`config.mk`:
```
export PLATFORM = sky130hd
export DESIGN_NAME = instr_sequencer
export DESIGN_NICKNAME = d
export VERILOG_FILES = /design/src/rtl/instr_sequencer.sv
export SDC_FILE = /design/constraint.sdc
export NUM_CORES = 1
export LEC_CHECK = 0
export BUFFER_PORTS_ARGS = -buffer_cell sky130_fd_sc_hd__buf_4
export CAP_MARGIN = 20
export CORE_ASPECT_RATIO = 2
export CORE_MARGIN = 5
export CORE_UTILIZATION = 57
export CTS_CLUSTER_DIAMETER = 30
export CTS_CLUSTER_SIZE = 20
export DETAILED_ROUTE_END_ITERATION = 7
export GPL_TIMING_DRIVEN = 0
export HOLD_SLACK_MARGIN = 0.06
export PLACE_DENSITY = 0.83
export SLEW_MARGIN = 20
export SYNTH_ARGS = -nofsm -noshare
export SYNTH_HDL_FRONTEND = slang
export SYNTH_SLANG_ARGS = --single-unit
export TNS_END_PERCENT = 10
```
`constraint.sdc`:
```
create_clock -name clk -period 5.46 [get_ports clk]
set_input_delay 0.546 -clock clk [delete_from_list [all_inputs] [get_ports clk]]
set_output_delay 0.546 -clock clk [all_outputs]
set_load 0.02 [all_outputs]
```
`src/rtl/instr_sequencer.sv`:
```
// Sequencing front end for the 4-step datapath controller: instruction FIFO,
// instruction register, step counter T, watchdog and retired-instruction count.
module instr_sequencer #(
  parameter int DEPTH = 2,
  parameter int CNT_W = 8
) (
  input  logic                     clk,
  input  logic                     rst_n,
  input  logic                     en,
  input  logic                     flush,
  input  logic [9:0]               instr_in,
  input  logic                     instr_valid,
  output logic                     instr_ready,
  input  logic                     clr_in,
  output logic [9:0]               ir_out,
  output logic [1:0]               t_out,
  output logic                     step_valid,
  output logic                     busy,
  output logic                     done,
  output logic                     err,
  output logic [CNT_W-1:0]         instr_count,
  output logic [$clog2(DEPTH):0]   fifo_level
);

  localparam int AW = $clog2(DEPTH);

  typedef enum logic [1:0] {
    T0_FETCH = 2'd0,
    T1_EXEC  = 2'd1,
    T2_EXEC  = 2'd2,
    T3_EXEC  = 2'd3
  } step_t;

  step_t             state_reg;
  logic [9:0]        mem [DEPTH];
  logic [AW-1:0]     wr_ptr_reg;
  logic [AW-1:0]     rd_ptr_reg;
  logic [AW:0]       level_reg;
  logic [9:0]        ir_reg;
  logic              done_reg;
  logic              err_reg;
  logic [CNT_W-1:0]  count_reg;

  logic full;
  logic empty;
  logic push;
  logic pop;
  logic exec_step;

  assign full  = (level_reg == (AW+1)'(DEPTH));
  assign empty = (level_reg == '0);

  // Readiness is just !full, so a pop in the same cycle never opens a slot early.
  assign instr_ready = !full;
  assign push        = instr_valid && !full && !flush;
  assign pop         = (state_reg == T0_FETCH) && en && !empty && !flush;
  assign exec_step   = (state_reg != T0_FETCH) && en && !flush;

  assign t_out       = state_reg;
  assign ir_out      = ir_reg;
  assign done        = done_reg;
  assign err         = err_reg;
  assign instr_count = count_reg;
  assign fifo_level  = level_reg;
  assign busy        = (state_reg != T0_FETCH);
  assign step_valid  = (state_reg != T0_FETCH) || (en && !empty);

  // Storage carries no reset; occupancy and pointers define what is valid.
  always_ff @(posedge clk) begin
    if (push) begin
      mem[wr_ptr_reg] <= instr_in;
    end
  end

  always_ff @(posedge clk or negedge rst_n) begin
    if (!rst_n) begin
      wr_ptr_reg <= '0;
      rd_ptr_reg <= '0;
      level_reg  <= '0;
    end else if (flush) begin
      wr_ptr_reg <= '0;
      rd_ptr_reg <= '0;
      level_reg  <= '0;
    end else begin
      if (push) begin
        wr_ptr_reg <= wr_ptr_reg + AW'(1);
      end
      if (pop) begin
        rd_ptr_reg <= rd_ptr_reg + AW'(1);
      end
      case ({push, pop})
        2'b10:   level_reg <= level_reg + (AW+1)'(1);
        2'b01:   level_reg <= level_reg - (AW+1)'(1);
        default: level_reg <= level_reg;
      endcase
    end
  end

  always_ff @(posedge clk or negedge rst_n) begin
    if (!rst_n) begin
      state_reg <= T0_FETCH;
      ir_reg    <= '0;
      done_reg  <= 1'b0;
      err_reg   <= 1'b0;
      count_reg <= '0;
    end else if (flush) begin
      state_reg <= T0_FETCH;
      ir_reg    <= '0;
      done_reg  <= 1'b0;
    end else begin
      done_reg <= 1'b0;
      case (state_reg)
        T0_FETCH: begin
          if (pop) begin
            ir_reg    <= mem[rd_ptr_reg];
            state_reg <= T1_EXEC;
          end
        end
        T1_EXEC, T2_EXEC: begin
          if (exec_step) begin
            if (clr_in) begin
              state_reg <= T0_FETCH;
              done_reg  <= 1'b1;
              count_reg <= count_reg + CNT_W'(1);
            end else begin
              state_reg <= step_t'(state_reg + 2'd1);
            end
          end
        end
        default: begin
          // Step 3 without Clr is a hung instruction: abandon it and flag it.
          if (exec_step) begin
            state_reg <= T0_FETCH;
            if (clr_in) begin
              done_reg  <= 1'b1;
              count_reg <= count_reg + CNT_W'(1);
            end else begin
              err_reg <= 1'b1;
            end
          end
        end
      endcase
    end
  end

endmodule
```
Word level (Yosys, flattened, before mapping)
Memories as Yosys holds them, arrays and structs flattened.
Index checks and enable logic that the tools add are counted.
{"block": "op_classes", "n_reduce_logical": 26, "n_bitwise": 4, "addsub": 6, "n_eq_ne": 7, "n_mux": 21}
{"cell": "$mux W10", "n": 3}
{"cell": "$mux W2", "n": 6}
{"cell": "$mux W1", "n": 10}
{"cell": "$add A8 B1 Y8 const B", "n": 1}
{"cell": "$logic_and A1 B1 Y1", "n": 8}
{"cell": "$pmux W2 S2", "n": 2}
{"cell": "$reduce_and A4 Y1", "n": 2}
{"cell": "$reduce_bool A2 Y1", "n": 4}
{"cell": "$eq A2 B2 Y1 const B", "n": 3}
{"cell": "$ne A3 B3 Y1 const B", "n": 2}
{"cell": "$reduce_bool A3 Y1", "n": 2}
{"cell": "$add A2 B1 Y2 const B", "n": 2}
{"cell": "$eq A2 B1 Y1 const B", "n": 2}
{"cell": "$logic_not A2 Y1", "n": 2}
{"cell": "$not A1 Y1", "n": 4}
{"cell": "$logic_not A1 Y1", "n": 3}
{"cell": "$reduce_and A3 Y1", "n": 1}
{"cell": "$reduce_or A3 Y1", "n": 1}
{"cell": "$add A1 B1 Y1 const B", "n": 2}
{"cell": "$reduce_and A2 Y1", "n": 1}
{"cell": "$reduce_or A2 Y1", "n": 1}
{"cell": "$sub A2 B1 Y2 const B", "n": 1}
{"cell": "$logic_or A1 B1 Y1", "n": 1}
{"block": "totals", "in_bits": 16, "output_inout_bits": 27, "ram_bits": 20, "register_bits": 26, "memories": 1, "wordCells": 73}
{"name": "mem", "words": 2, "width": 10, "read_ports": 1, "rd_ports_with_merged_regs": 0, "write_ports": 1, "line_no": "35", "text": "logic [9:0] mem [DEPTH];"}

Longest topological paths before layout
{"block": "logic_depth", "word_depth": 7, "depth_mapped": 8}

Worst setup path before layout
Ideal clock, no wire load.
{"block": "synth_path", "path_type": "register to register", "from": "reg level_reg[1] (netlist: fifo_level[1])", "to": "mem mem[1][0], enable pin", "setup_time_ns": 0.392, "path_slack_ns": 3.287, "required_time_ns": 5.068, "period_less_slack_ns": 2.173, "arrival_ns": 1.781, "path_stages_with_launch": 5, "cell_sequence": "dfrtp_1 -> nor2b_1 -> inv_1 -> nand2_1 -> nor3b_1"}
{"block": "synth_via", "elab_chain_cells": 6}
{"item": "start: declaration", "line_no": "38", "text": "logic [AW:0] level_reg;"}
{"item": "start signal: assignment", "line_no": "92", "text": "2'b10: level_reg <= level_reg + (AW+1)'(1);"}
{"item": "start signal: assignment", "line_no": "93", "text": "2'b01: level_reg <= level_reg - (AW+1)'(1);"}
{"item": "start signal: assignment", "line_no": "94", "text": "default: level_reg <= level_reg;"}
{"item": "$eq A2 B2 Y1", "line_no": "50", "text": "assign full = (level_reg == (AW+1)'(DEPTH));"}
{"item": "$logic_not A1 Y1"}
{"item": "net instr_ready", "line_no": "13", "text": "output logic instr_ready,"}
{"item": "$logic_and A1 B1 Y1 (2 in a row)", "line_no": "55", "text": "assign push = instr_valid && !full && !flush;"}
{"item": "$mux W1", "line_no": "70", "text": "if (push) begin"}
{"item": "$mux W1 (implied by the code)", "line_no": "71", "text": "mem[wr_ptr_reg] <= instr_in;"}
{"item": "end: declaration", "line_no": "35"}
The timed path passes the listed nets, and every way through them passes these cells.

Final worst setup path
{"block": "layout_path", "from": "reg state_reg[0] (netlist: t_out[0])", "to": "out step_valid"}
{"block": "layout_via", "elab_chain_cells": 2}
{"item": "start: declaration", "line_no": "34", "text": "step_t state_reg;"}
{"item": "start signal: assignment", "line_no": "126", "text": "state_reg <= step_t'(state_reg + 2'd1);"}
{"item": "$reduce_bool A2 Y1", "line_no": "66", "text": "assign step_valid = (state_reg != T0_FETCH) || (en && !empty);"}
{"item": "$logic_or A1 B1 Y1", "line_no": "66"}
{"item": "end: declaration", "line_no": "17", "text": "output logic step_valid,"}
Every way passes these cells.

==> summary.md <==
| Metric | Value |
|---|---|
| Reg2reg end | `mem[0][9]` |
| Top-area cell type share of the netlist area | `roughly a third` |
| Sequence of cells on the critical path | `inv_1, ha_1, buf_6, inv_1, a21o_1, buf_4` |
| Switching part of the total power | `between 20% and 30%` |
| Core Area | `about 0.0034 mm²` |
| Number of flops mapped to enable cells by yosys | `20` |
| Lkg Pwr | `1.11 nW` |
| Hold Path Class | `input port to asynchronous set/reset pin` |
| First-pass GRT wire length | `6.36 mm` |
| PostCTS Resize Cnt | `0` |
| Routability Congestion | `approximately 0.8` |
| Worst setup path end | `step_valid` |
| Crit path DAT | `1.51 ns` |
| Clock power frac | `a little under a third` |
| Met1 usage | `approximately a fifth` |
| Internal Power | `0.591 mW` |
| Cts bufs inserted | `5` |
| Final period utilization | `approximately 38%` |
| CP delay by family, top | `buffers and inverters` |
| # setup viols final | `0` |
| Post-CTS Setup Bufs | `0` |
| Worst setup path startpoint | `t_out[0]` |
| Util after Layout | `72.2%` |
| Stages on the worst setup path | `6` |
| CP Class | `flip-flop to output pin` |
| CTS tree | `yes` |
| DR iter-0 viols | `16` |
| Yosys reg bits | `46` |
| GR peak layer | `met2` |
| DP HPWL | `a little under 3 mm` |
| Element type at the critical path end | `output pin` |
| Worst Path Max Fanout | `9` |
| Psw | `0.217 mW` |
| Cells after Synth | `about 140` |
| Fin. Hold Viols | `0` |
| Worst-Margin Slew | `between 0.8 and 0.9 ns` |
| RR Startpoint | `fifo_level[1]` |
| VDD IR max | `roughly 0.31 mV` |
| Final WL | `around 3.9 mm` |
| Worst path slowest cell | `dfrtp_1` |
| DR pass1 iterations | `4` |
| DR vias/cell | `about 6` |
| # DRC | `0` |
| Outcome | `complete, no violations` |
| Total grt overflow | `0` |
| Die Height | `between 90 and 100 µm` |
| Combinational Power Share | `around a fifth` |
| Detail Route Antenna Nets | `0` |
| Clock sink count | `46` |
| Final Slew Violations | `0` |
| Clk buf depth | `2` |
| Reg2Reg Setup Slack | `3.63 ns` |
| H-tree lvl count | `2` |
| P&R area growth vs syn | `23.7%` |
| Startpoint types | `flip-flop` |
| Relative slew slack | `between 40% and 50%` |
| Final setup TNS | `0 ns` |
| WP buf/inv | `4` |
| Most frequent cell after synthesis | `dfrtp_1` |
| Max stage delay on crit path | `between 0.4 and 0.5 ns` |
| Max FFs per register | `20` |
| Sequential area share after synthesis | `between 60 and 70%` |
| Pin count of the biggest net entering global routing | `27` |
| Sequential Power Share | `50.8%` |
| Top reg by flops | `mem` |
| Clock root buffer master | `clkbuf_8` |
| R2R depth | `4` |
| Mapped Avg Cell Area | `between 10 and 15 µm²` |
| Die area | `about 0.0048 mm²` |
| GR Util met3 | `between 4 and 5%` |
| Synth area leaders | `dfrtp_1 (33%), edfxtp_1 (30%), mux2i_1 (5.1%), o2bb2ai_1 (4.4%), ha_1 (2.5%)` |
| Vias | `1300` |
| Max-cap violations | `0` |
| Met2 Track Usage GR | `between 30% and 40%` |
| Vias in the first global route | `between 1k and 1.5k` |
| Ys async rst share | `a little under three fifths` |
| Top post-synthesis cells by count | `dfrtp_1 (26), edfxtp_1 (20), mux2i_1 (10), nand2_1 (10), o2bb2ai_1 (10)` |
| Gr usage total | `between 10% and 20%` |
| Fraction of layout cells with a size suffix above 1 | `31.9%` |
| Crit-path most repeated cell | `inv_1` |
| Clock skew | `0.00650 ns` |
| Largest area contributor in the netlist | `dfrtp_1` |
| Post-Syn Area | `slightly below 0.002 mm²` |
| Horiz. Die Dim | `between 50 and 60 µm` |
| Per-cell routed wire length | `between 15 and 20 µm` |
| Cts hold-fix bufs | `0` |
| Syn_nets | `162` |
| Initial core utilization | `around three fifths` |
| Yosys warns | `0` |
| PortBufs | `40` |
| Power per cell area | `between 300 and 400 mW/mm²` |
| Antenna violations before repair | `0` |
| Row Count | `30` |
| IO Pins | `43` |
| RSZ-0062 raised after global routing | `false` |
| Cell variety after synth | `37` |
| Worst-Skew Late Latency | `between 0.2 and 0.3 ns` |
| Minimum clock period | `about 2 ns` |
| ANT cells | `0` |
| Top_reg_cell synth | `dfrtp_1` |
| Final net count | `210` |
| FMAX | `485 MHz` |
| Worst-path clk slew | `approximately 0.080 ns` |
| CP required | `between 4 and 5 ns` |
[cells by family after synthesis]
family	count (synthesis)	synth area share, %
compound gates	28	11.3
xor+xnor	7	3.11
fa+ha+maj	4	2.54
buf+inv	14	4.12
flops	46	63.5
mux	10	5.08
simple gates	33	10.4
[worst reg2reg max path, stage by stage (launching register included)]
cell and delay, ns:
dfrtp_1 0.46, nor2b_1 0.20, inv_1 0.08, nand2_1 0.09, nor3_2 0.63
[routing by layer]
layer,part of all wire (%),vias up,wire length [µm]
met5,0,-,0
met1,38,640,1480
met2,56,34,2170
met4,2.3,0,88
met3,3.8,8,149
li1,-,618,-
[cell type report]
type	instances	area, µm²
flip-flops and latches	46	1250
clock inverters	2	37.5
plain buffers	6	51.3
well taps	32	40.0
clock buffers	6	72.6
inverters	8	30.0
fillers	245	938
multi-input cells	82	649
repair buffers	41	308
[worst min path at each step]
stage / depth (start not counted) / start / slack (ns) / endpoint
floorplan: 0 / rst_n / 0.25 / done
global placement: 1 / instr_count[7] / 0.46 / instr_count[7]
detailed placement: 1 / err / 0.46 / err
CTS: 1 / rst_n / 0.16 / ir_out[3]
global route: 1 / rst_n / 0.16 / ir_out[1]
finish: 1 / rst_n / 0.15 / ir_out[1]
[layout by cell type (no fill, tap or decap), types with 2 or more instances in the layout]
master,netlist,final
buf_4,1,42
dfrtp_1,26,26
edfxtp_1,20,20
nand2_1,10,10
mux2i_1,10,10
o2bb2ai_1,10,10
inv_1,8,8
clkbuf_8,0,5
nand3_1,4,4
xnor2_1,4,4
ha_1,4,4
buf_6,3,3
a21o_1,3,3
xor2_1,3,3
nand4_1,3,3
o21ai_0,3,3
a21oi_1,3,3
nand2b_1,2,2
a31oi_1,2,2
nor3_1,3,2
buf_2,2,2
o211ai_1,2,2
[metrics by stage]
stage	hold slack [ns]	cell area, µm²	setup slack, ns	instances	power, mW
finish	0.154	2440	3.40	223	0.808
global route	0.164	2440	3.31	223	0.848
CTS	0.158	2440	3.40	223	0.817
detailed placement	0.460	2330	3.60	215	0.574
global placement	0.460	2310	3.10	214	0.565
floorplan	0.250	1970	3.29	142	0.506
[power by group through the flow]
| stage | combinational [mW] | clock (mW) | sequential [mW] |
|---|---|---|---|
| global placement | 0.151 | 0 | 0.414 |
| global route | 0.169 | 0.265 | 0.414 |
| floorplan | 0.0734 | 0 | 0.433 |
| CTS | 0.157 | 0.249 | 0.410 |
| finish | 0.155 | 0.243 | 0.410 |
| detailed placement | 0.157 | 0 | 0.417 |
Note: power is estimated with default switching activity, not from simulation.
